`src/rtl/team_06_i2s_stereo_rx.sv`:
```
// Stereo I2S / left-justified receiver acting as bus master.
// Generates sck_o and ws_o for an external ADC, deserialises the left and
// right slots MSB-first, and presents one {left,right} frame on a
// valid/ready output port with a sticky overrun flag for dropped frames.
module team_06_i2s_stereo_rx #(
    parameter int CLK_DIV    = 4,
    parameter int SLOT_W     = 32,
    parameter int SAMPLE_W   = 8,
    parameter int LJ_MODE    = 0,
    parameter int OFFSET_BIN = 1
) (
    input  logic                clk,
    input  logic                nrst,
    input  logic                en,
    input  logic                sd_i,
    output logic                sck_o,
    output logic                ws_o,
    output logic [SAMPLE_W-1:0] out_left,
    output logic [SAMPLE_W-1:0] out_right,
    output logic                out_valid,
    input  logic                out_ready,
    output logic                overrun,
    input  logic                overrun_clr
);

    localparam int HALF  = CLK_DIV / 2;
    localparam int DIV_W = (HALF > 1) ? $clog2(HALF) : 1;
    localparam int K_W   = (SLOT_W > 1) ? $clog2(SLOT_W) : 1;
    // Number of sck rises between a ws edge and the sample MSB.
    localparam int D     = (LJ_MODE != 0) ? 0 : 1;

    localparam logic [DIV_W-1:0]    DIV_MAX  = DIV_W'(HALF - 1);
    localparam logic [K_W-1:0]      K_MAX    = K_W'(SLOT_W - 1);
    localparam logic [K_W-1:0]      K_FIRST  = K_W'(D);
    localparam logic [K_W-1:0]      K_LAST   = K_W'(D + SAMPLE_W - 1);
    localparam logic [K_W-1:0]      K_SPAN   = K_W'(SAMPLE_W - 1);
    localparam logic [SAMPLE_W-1:0] MSB_MASK = SAMPLE_W'(1) << (SAMPLE_W - 1);
    // XOR applied on output load: flips the MSB for offset-binary output.
    localparam logic [SAMPLE_W-1:0] OUT_XOR  = (OFFSET_BIN != 0) ? MSB_MASK : '0;

    logic [DIV_W-1:0]    div_q, div_d;
    logic                sck_q, sck_d;
    logic [K_W-1:0]      k_q, k_d;
    logic                ws_q, ws_d;
    logic [SAMPLE_W-1:0] left_sh_q, left_sh_d;
    logic [SAMPLE_W-1:0] right_sh_q, right_sh_d;
    logic                frame_done_q, frame_done_d;
    logic [SAMPLE_W-1:0] out_left_q, out_left_d;
    logic [SAMPLE_W-1:0] out_right_q, out_right_d;
    logic                out_valid_q, out_valid_d;
    logic                overrun_q, overrun_d;

    logic                tick;
    logic                rise;
    logic [K_W-1:0]      k_off;
    logic                accept;
    logic                load;

    // Bus timing: half-period divider, bit clock, slot counter, word select.
    always_comb begin
        div_d = div_q;
        sck_d = sck_q;
        k_d   = k_q;
        ws_d  = ws_q;
        tick  = 1'b0;
        if (en) begin
            if (div_q == DIV_MAX) begin
                div_d = '0;
                tick  = 1'b1;
                sck_d = ~sck_q;
            end else begin
                div_d = div_q + 1'b1;
            end
            // Fall edge: advance the slot position, swap slots at wrap.
            if (tick && sck_q) begin
                if (k_q == K_MAX) begin
                    k_d  = '0;
                    ws_d = ~ws_q;
                end else begin
                    k_d = k_q + 1'b1;
                end
            end
        end else begin
            div_d = '0;
            sck_d = 1'b0;
            k_d   = '0;
            ws_d  = 1'b0;
        end
        rise = tick && !sck_q;
    end

    // Capture: shift sd_i into the active slot on rises inside the sample window.
    always_comb begin
        left_sh_d    = left_sh_q;
        right_sh_d   = right_sh_q;
        frame_done_d = 1'b0;
        // Wraps to a large value for k < K_FIRST, so one compare covers both ends.
        k_off        = k_q - K_FIRST;
        if (!en) begin
            left_sh_d  = '0;
            right_sh_d = '0;
        end else if (rise && (k_off <= K_SPAN)) begin
            if (ws_q) begin
                right_sh_d = SAMPLE_W'({right_sh_q, sd_i});
            end else begin
                left_sh_d = SAMPLE_W'({left_sh_q, sd_i});
            end
            frame_done_d = ws_q && (k_q == K_LAST);
        end
    end

    // Output holding register and handshake.
    // valid/ready: out_valid rises only with freshly loaded data, and data and
    // out_valid hold until a cycle with out_valid && out_ready; that cycle may
    // also load the next frame, so out_valid can stay high with no bubble.
    // A frame completing while the held frame is not being accepted is dropped
    // and sets the sticky overrun flag, which wins over a coincident clear.
    always_comb begin
        out_left_d  = out_left_q;
        out_right_d = out_right_q;
        out_valid_d = out_valid_q;
        overrun_d   = overrun_q;
        accept      = out_valid_q && out_ready;
        load        = frame_done_q && (!out_valid_q || out_ready);
        if (accept) begin
            out_valid_d = 1'b0;
        end
        if (load) begin
            out_left_d  = left_sh_q ^ OUT_XOR;
            out_right_d = right_sh_q ^ OUT_XOR;
            out_valid_d = 1'b1;
        end
        if (overrun_clr) begin
            overrun_d = 1'b0;
        end
        if (frame_done_q && !load) begin
            overrun_d = 1'b1;
        end
    end

    // State registers with asynchronous active-low reset.
    always_ff @(posedge clk or negedge nrst) begin
        if (!nrst) begin
            div_q        <= '0;
            sck_q        <= 1'b0;
            k_q          <= '0;
            ws_q         <= 1'b0;
            left_sh_q    <= '0;
            right_sh_q   <= '0;
            frame_done_q <= 1'b0;
            out_left_q   <= OUT_XOR;
            out_right_q  <= OUT_XOR;
            out_valid_q  <= 1'b0;
            overrun_q    <= 1'b0;
        end else begin
            div_q        <= div_d;
            sck_q        <= sck_d;
            k_q          <= k_d;
            ws_q         <= ws_d;
            left_sh_q    <= left_sh_d;
            right_sh_q   <= right_sh_d;
            frame_done_q <= frame_done_d;
            out_left_q   <= out_left_d;
            out_right_q  <= out_right_d;
            out_valid_q  <= out_valid_d;
            overrun_q    <= overrun_d;
        end
    end

    assign sck_o     = sck_q;
    assign ws_o      = ws_q;
    assign out_left  = out_left_q;
    assign out_right = out_right_q;
    assign out_valid = out_valid_q;
    assign overrun   = overrun_q;

endmodule

```
`config.mk`:
```
export PLATFORM = sky130hd
export DESIGN_NAME = team_06_i2s_stereo_rx
export DESIGN_NICKNAME = d
export VERILOG_FILES = /design/src/rtl/team_06_i2s_stereo_rx.sv
export SDC_FILE = /design/constraint.sdc
export NUM_CORES = 1
export LEC_CHECK = 0
export ABC_AREA = 0
export BUFFER_PORTS_ARGS = -buffer_cell sky130_fd_sc_hd__buf_2
export CAP_MARGIN = 10
export CORE_MARGIN = 2
export CORE_UTILIZATION = 35
export CTS_BUF_LIST = sky130_fd_sc_hd__clkbuf_16
export DETAILED_ROUTE_END_ITERATION = 8
export GPL_TIMING_DRIVEN = 0
export RECOVER_POWER = 25
export SKIP_LAST_GASP = 1
export SYNTH_ARGS = -nofsm -noshare
export SYNTH_HDL_FRONTEND = slang
export SYNTH_SLANG_ARGS = --single-unit
```
`constraint.sdc`:
```
create_clock -name clk -period 3.36 [get_ports clk]
set_clock_uncertainty 0.1 [all_clocks]
set_input_delay 0 -clock clk [delete_from_list [all_inputs] [get_ports clk]]
set_output_delay 0 -clock clk [all_outputs]
set_load 0.05 [all_outputs]
```
* Word level (Yosys, flattened, before mapping)
Cells that the tools add are included.
** Word-level totals
- Register bits after elaboration :: 43
- Input bits :: 6
- Output and inout bits :: 20
- Word-level logic and storage cells :: 68
** Operators by class
- Add/subtract/negate cells :: 3
- Order comparisons :: 1
- Equal/unequal tests :: 8
- Multiplexer cells :: 25
- Bitwise operators :: 4
- Reduce and logical (&&, ||, !) cells :: 16
** Operators by type and width (number)
- two-way mux 8 bit :: 6
- two-way mux 1 bit :: 16
- two-way mux 5 bit :: 3
- != test 2 x 1 -> 1 bit (second input constant) :: 5
- logical AND 1 bit :: 7
- AND reduction 2 bit :: 3
- adder 5 x 1 -> 5 bit (second input constant) :: 1
- == test 5 x 4 -> 1 bit (second input constant) :: 1
- == test 5 bit (second input constant) :: 1
- less-or-equal comparator 5 x 3 -> 1 bit (second input constant) :: 1
- subtractor 5 x 1 -> 5 bit (second input constant) :: 1
- inverter 1 bit :: 4
- nonzero test 2 bit :: 2
- zero test 1 bit :: 3
- != test 2 bit (second input constant) :: 1
- adder 1 bit (second input constant) :: 1
- logical OR 1 bit :: 1

* Depth between registers and ports, before layout
- Depth in word-level cells :: 7
- Mapped depth :: 8
- Gate-level depth less buffers :: 7

* Worst setup path before layout
Ideal clock, no wire load.
- Path kind :: reg-to-reg
- From :: register k_q[0]
- To :: register left_sh_q[0]
- Library setup time :: 79 ps
- Arrival :: 1879 ps
- Data required time :: 3181 ps
- Path slack :: 1302 ps
- Cell stages (with the launch flop) :: 9
- Path buffers :: 1
- Period minus slack after synthesis :: 2058 ps
- Path through :: dfrtp_1 > inv_1 > ha_1 > nor2b_1 > a211oi_2 > o32ai_2 > nor4bb_1 > buf_4 > mux2i_1
** Between the ends
- Cells in the longest elaborated chain, start to end :: 5
** RTL lines
- from (decl) :: line 43 : logic [K_W-1:0] k_q, k_d;
- from (signal assigned) :: line 158 : k_q <= k_d;
- subtractor 5 x 1 -> 5 bit :: line 98 : k_off = k_q - K_FIRST;
- less-or-equal comparator 5 x 3 -> 1 bit :: line 102 : end else if (rise && (k_off <= K_SPAN)) begin
- logical AND 1 bit :: line 102
- != test 2 x 1 -> 1 bit (no line)
- AND reduction 2 bit (no line)
- to (signal assigned) :: line 160 : left_sh_q <= left_sh_d;
- to (decl) :: line 45 : logic [SAMPLE_W-1:0] left_sh_q, left_sh_d;
Every way passes these cells.
A chain may end at the register's enable or synchronous reset.

==> results.sh <==
export IMPL_crit_path_start_kind="input port"
export IMPL_syn_nets=191
export IMPL_vdd_drop_max_uv=186.5
export IMPL_ys_types=31
export IMPL_power_switching_mw=0.2213
export IMPL_ant_nets=0
export IMPL_postCtsSetupRepairBufs=0
export IMPL_post_drt_wl_per_cell_um=12.03
export IMPL_drt_initial_drc_count=60
export IMPL_port_buffers=24
export IMPL_grt_pass1_vias=1336
export IMPL_routed_wirelength_mm=3.476
export IMPL_leakage_nw=0.9381
export IMPL_drv_slew=44
export IMPL_cts_resized=0
export IMPL_worstMarginPinSlew_ns=2.271
export IMPL_pwr_share_comb_pct=3.4
export IMPL_p_int_mw=0.8826
export IMPL_swShare_pct=20.05
export IMPL_crit_type="input port to async pin"
export IMPL_tritoncts_num_buffers=5
export IMPL_detail_route_vias_per_cell=4.609
export IMPL_cts_max_level=2
export IMPL_status="finished with violations"
export IMPL_postCtsHoldBufs=5
export IMPL_cts_path_max_buffers=2
export IMPL_yosys_warnings=0
export IMPL_drive_gt1_share_pct=8.676
export IMPL_max_freq_ghz=0.4284
export IMPL_ys_seq_area_share_pct=57.39
export IMPL_wl_met1_mm=1.746
export IMPL_cpLargestDelayFamily="buffers and inverters"
export IMPL_crit_required_ns=3.18
export IMPL_gp_congestion=0.7060
export IMPL_avgSynthCellArea_um2=10.33
export IMPL_dpl_instance_area_mm2=0.002087
export IMPL_violations="max-capacitance violations, max-slew violations"
export IMPL_route_met3_wl_um=110
export IMPL_rsz0062_at_grt="no"
export IMPL_fillers=540
export IMPL_min_period_ns=2.334
export IMPL_cts_tree="built"
export IMPL_vias=1332
export IMPL_grt_max_degree=44
export IMPL_die_w_um=77.28
export IMPL_globalRouteOverflowTotal=0
export IMPL_num_rows=26
export IMPL_finalCritPeriodShare_pct=69.48
export IMPL_critPathBufInv=2
export IMPL_relSlewSlack_pct=-51.42
export IMPL_dieArea_mm2=0.005971
export IMPL_cap_violations=1
export IMPL_nets=227
export IMPL_setup_violations=0
export IMPL_p_per_area_mw_per_mm2=484.2
export IMPL_cpMaxStageDelayCell="clkbuf_1"
export IMPL_max_stage_delay_ns=1.62
export IMPL_remaining_drc_errors=0
export IMPL_clkSinkCount=43
export IMPL_pin_count=26
export IMPL_insertion_delay_ns=0.28
export IMPL_hold_path_class="input port to flop"
export IMPL_die_h_um=77.28
export IMPL_crit_chain="dlygate4sd3_1 > clkbuf_1"
export IMPL_layout_common_cells="41 x dfrtp_1, 38 x nand2_1, 27 x clkbuf_1"
export IMPL_fin_area_mm2=0.002280
export IMPL_dr_pass1_iters=4
export IMPL_hold_viol=0
export IMPL_dr_max_layer_used="met4"
export IMPL_dpl_hpwl_mm=2.415
export IMPL_crit_fanout=43
export IMPL_endpoint_kind="async pin"
export IMPL_start_util_pct=36.56
export IMPL_grt_total_usage_pct=12.95
export IMPL_ys_seq_elements=43
export IMPL_antenna_found_initial=0
export IMPL_wl_met2_mm=1.561
export IMPL_seq_power_share_pct=47.6
export IMPL_arrival_ns=2.15
export IMPL_mostFrequentLayoutCell="dfrtp_1"
export IMPL_grt_pass1_wl_mm=6.154
export IMPL_tns_ns=0
export IMPL_clk_pin_slew_ns=0.06
export IMPL_syn_to_final_growth_pct=21.31
export IMPL_p_clk_share_pct=49.0
export IMPL_netlist_area_mm2=0.001879
export IMPL_ctsRootBufferMaster="clkbuf_16"
export IMPL_fp_coreArea_mm2=0.005140
export IMPL_netlist_instances=182
export IMPL_antenna_cells=0
-- cells in the mapped netlist (all sizes together) --
| library cell | count | area, um2 |
|---|---|---|
| o21a | 1 | 7.510 |
| dfrtp | 41 | 1026 |
| o21ai | 18 | 90.09 |
| mux2i | 16 | 160.2 |
| nand2b | 2 | 12.51 |
| o22ai | 1 | 6.260 |
| nor4b | 1 | 15.01 |
| a21boi | 4 | 30.03 |
| nor2 | 3 | 18.77 |
| a31oi | 1 | 6.260 |
| inv | 19 | 71.32 |
| clkbuf | 6 | 22.52 |
| ha | 3 | 37.54 |
| nor2b | 5 | 31.28 |
| nor4bb | 1 | 10.01 |
| nor3 | 2 | 10.01 |
| and2 | 2 | 12.51 |
| o32ai | 1 | 16.27 |
| and3 | 1 | 6.260 |
| nand2 | 38 | 142.6 |
| or4b | 1 | 10.01 |
| nand3 | 5 | 25.02 |
| nor4 | 1 | 6.260 |
| nand4 | 1 | 6.260 |
| a211oi | 1 | 12.51 |
| xnor2 | 2 | 17.52 |
| dfstp | 2 | 52.55 |
| buf | 2 | 11.26 |
| a21oi | 1 | 5.000 |
-- area by class of cell --
class | instances | area (um2) | share of cell area (%)
Sequential cell | 43 | 1079 | 47.31
Clock buffer | 5 | 125.1 | 5.488
Multi-Input combinational cell | 112 | 695.7 | 30.52
Clock inverter | 3 | 43.79 | 1.921
Inverter | 19 | 71.32 | 3.128
Timing Repair Buffer | 29 | 143.9 | 6.312
Tap cell | 70 | 87.58 | 3.842
Buffer | 8 | 33.78 | 1.482
-- layer usage --
metal	vias up	global-route usage, %
li1	667	-
met1	638	17.02
met2	21	20.35
met3	6	3.647
met4	0	4.821
met5	-	0
-- through the flow --
| step | instances | setup slack (ns) | util (%) | hold slack [ns] | power [mW] |
|---|---|---|---|---|---|
| 2_1_floorplan | 182 | 1.302 | - | -0.3956 | 0.5513 |
| 3_3_place_gp | 276 | 1.106 | 40.60 | 0.1017 | 0.5699 |
| 3_5_place_dp | 276 | 1.088 | 40.60 | 0.09817 | 0.5704 |
| 4_1_cts | 289 | 1.066 | 44.86 | 0.005594 | 1.122 |
| 5_1_grt | 289 | 0.4744 | 44.35 | 0.07754 | 1.149 |
| 6_report | 289 | 1.026 | 44.35 | 0.004128 | 1.104 |
-- sequential cells by signal, indices dropped and copies added (netlist names) --
register      flops
frame_done_q      1
ws_o              1
out_left          8
out_valid         1
overrun           1
right_sh_q        8
div_q             1
left_sh_q         8
k_q               5
out_right         8
sck_o             1
-- cell families (layout without fill, tap and decap cells) --
kind of cell	Yosys count	count (layout)	share of synthesized area (%)
buf+inv	27	64	5.593
flops	43	43	57.39
fa+ha+maj	3	3	1.998
mux	16	16	8.522
compound gates	28	28	9.255
simple gates	63	63	16.31
xor+xnor	2	2	0.9323
-- power groups by stage --
stage	clock, mW	sequential [mW]	combinational, mW
global placement	0	0.534	0.0358
floorplan	0	0.537	0.0147
CTS	0.558	0.525	0.0399
global route	0.580	0.525	0.0437
finish	0.541	0.525	0.0379
detailed placement	0	0.534	0.0361
-- worst paths after layout --
| kind | from | end | slack, ns | depth (start not counted) |
|---|---|---|---|---|
| max in group clk | k_q[0] | left_sh_q[5] | 1.08 | 8 |
| min in group asynchronous | nrst | out_right[1] | 0.84 | 2 |
| setup / recovery | nrst | out_right[4] | 1.03 | 2 |
| hold reg to reg | left_sh_q[7] | out_left[7] | 0.35 | 1 |
| setup reg to reg | k_q[0] | left_sh_q[5] | 1.08 | 8 |
| hold / removal | en | frame_done_q | 0.004 | 3 |
Note: power is estimated with default switching activity, not from simulation.
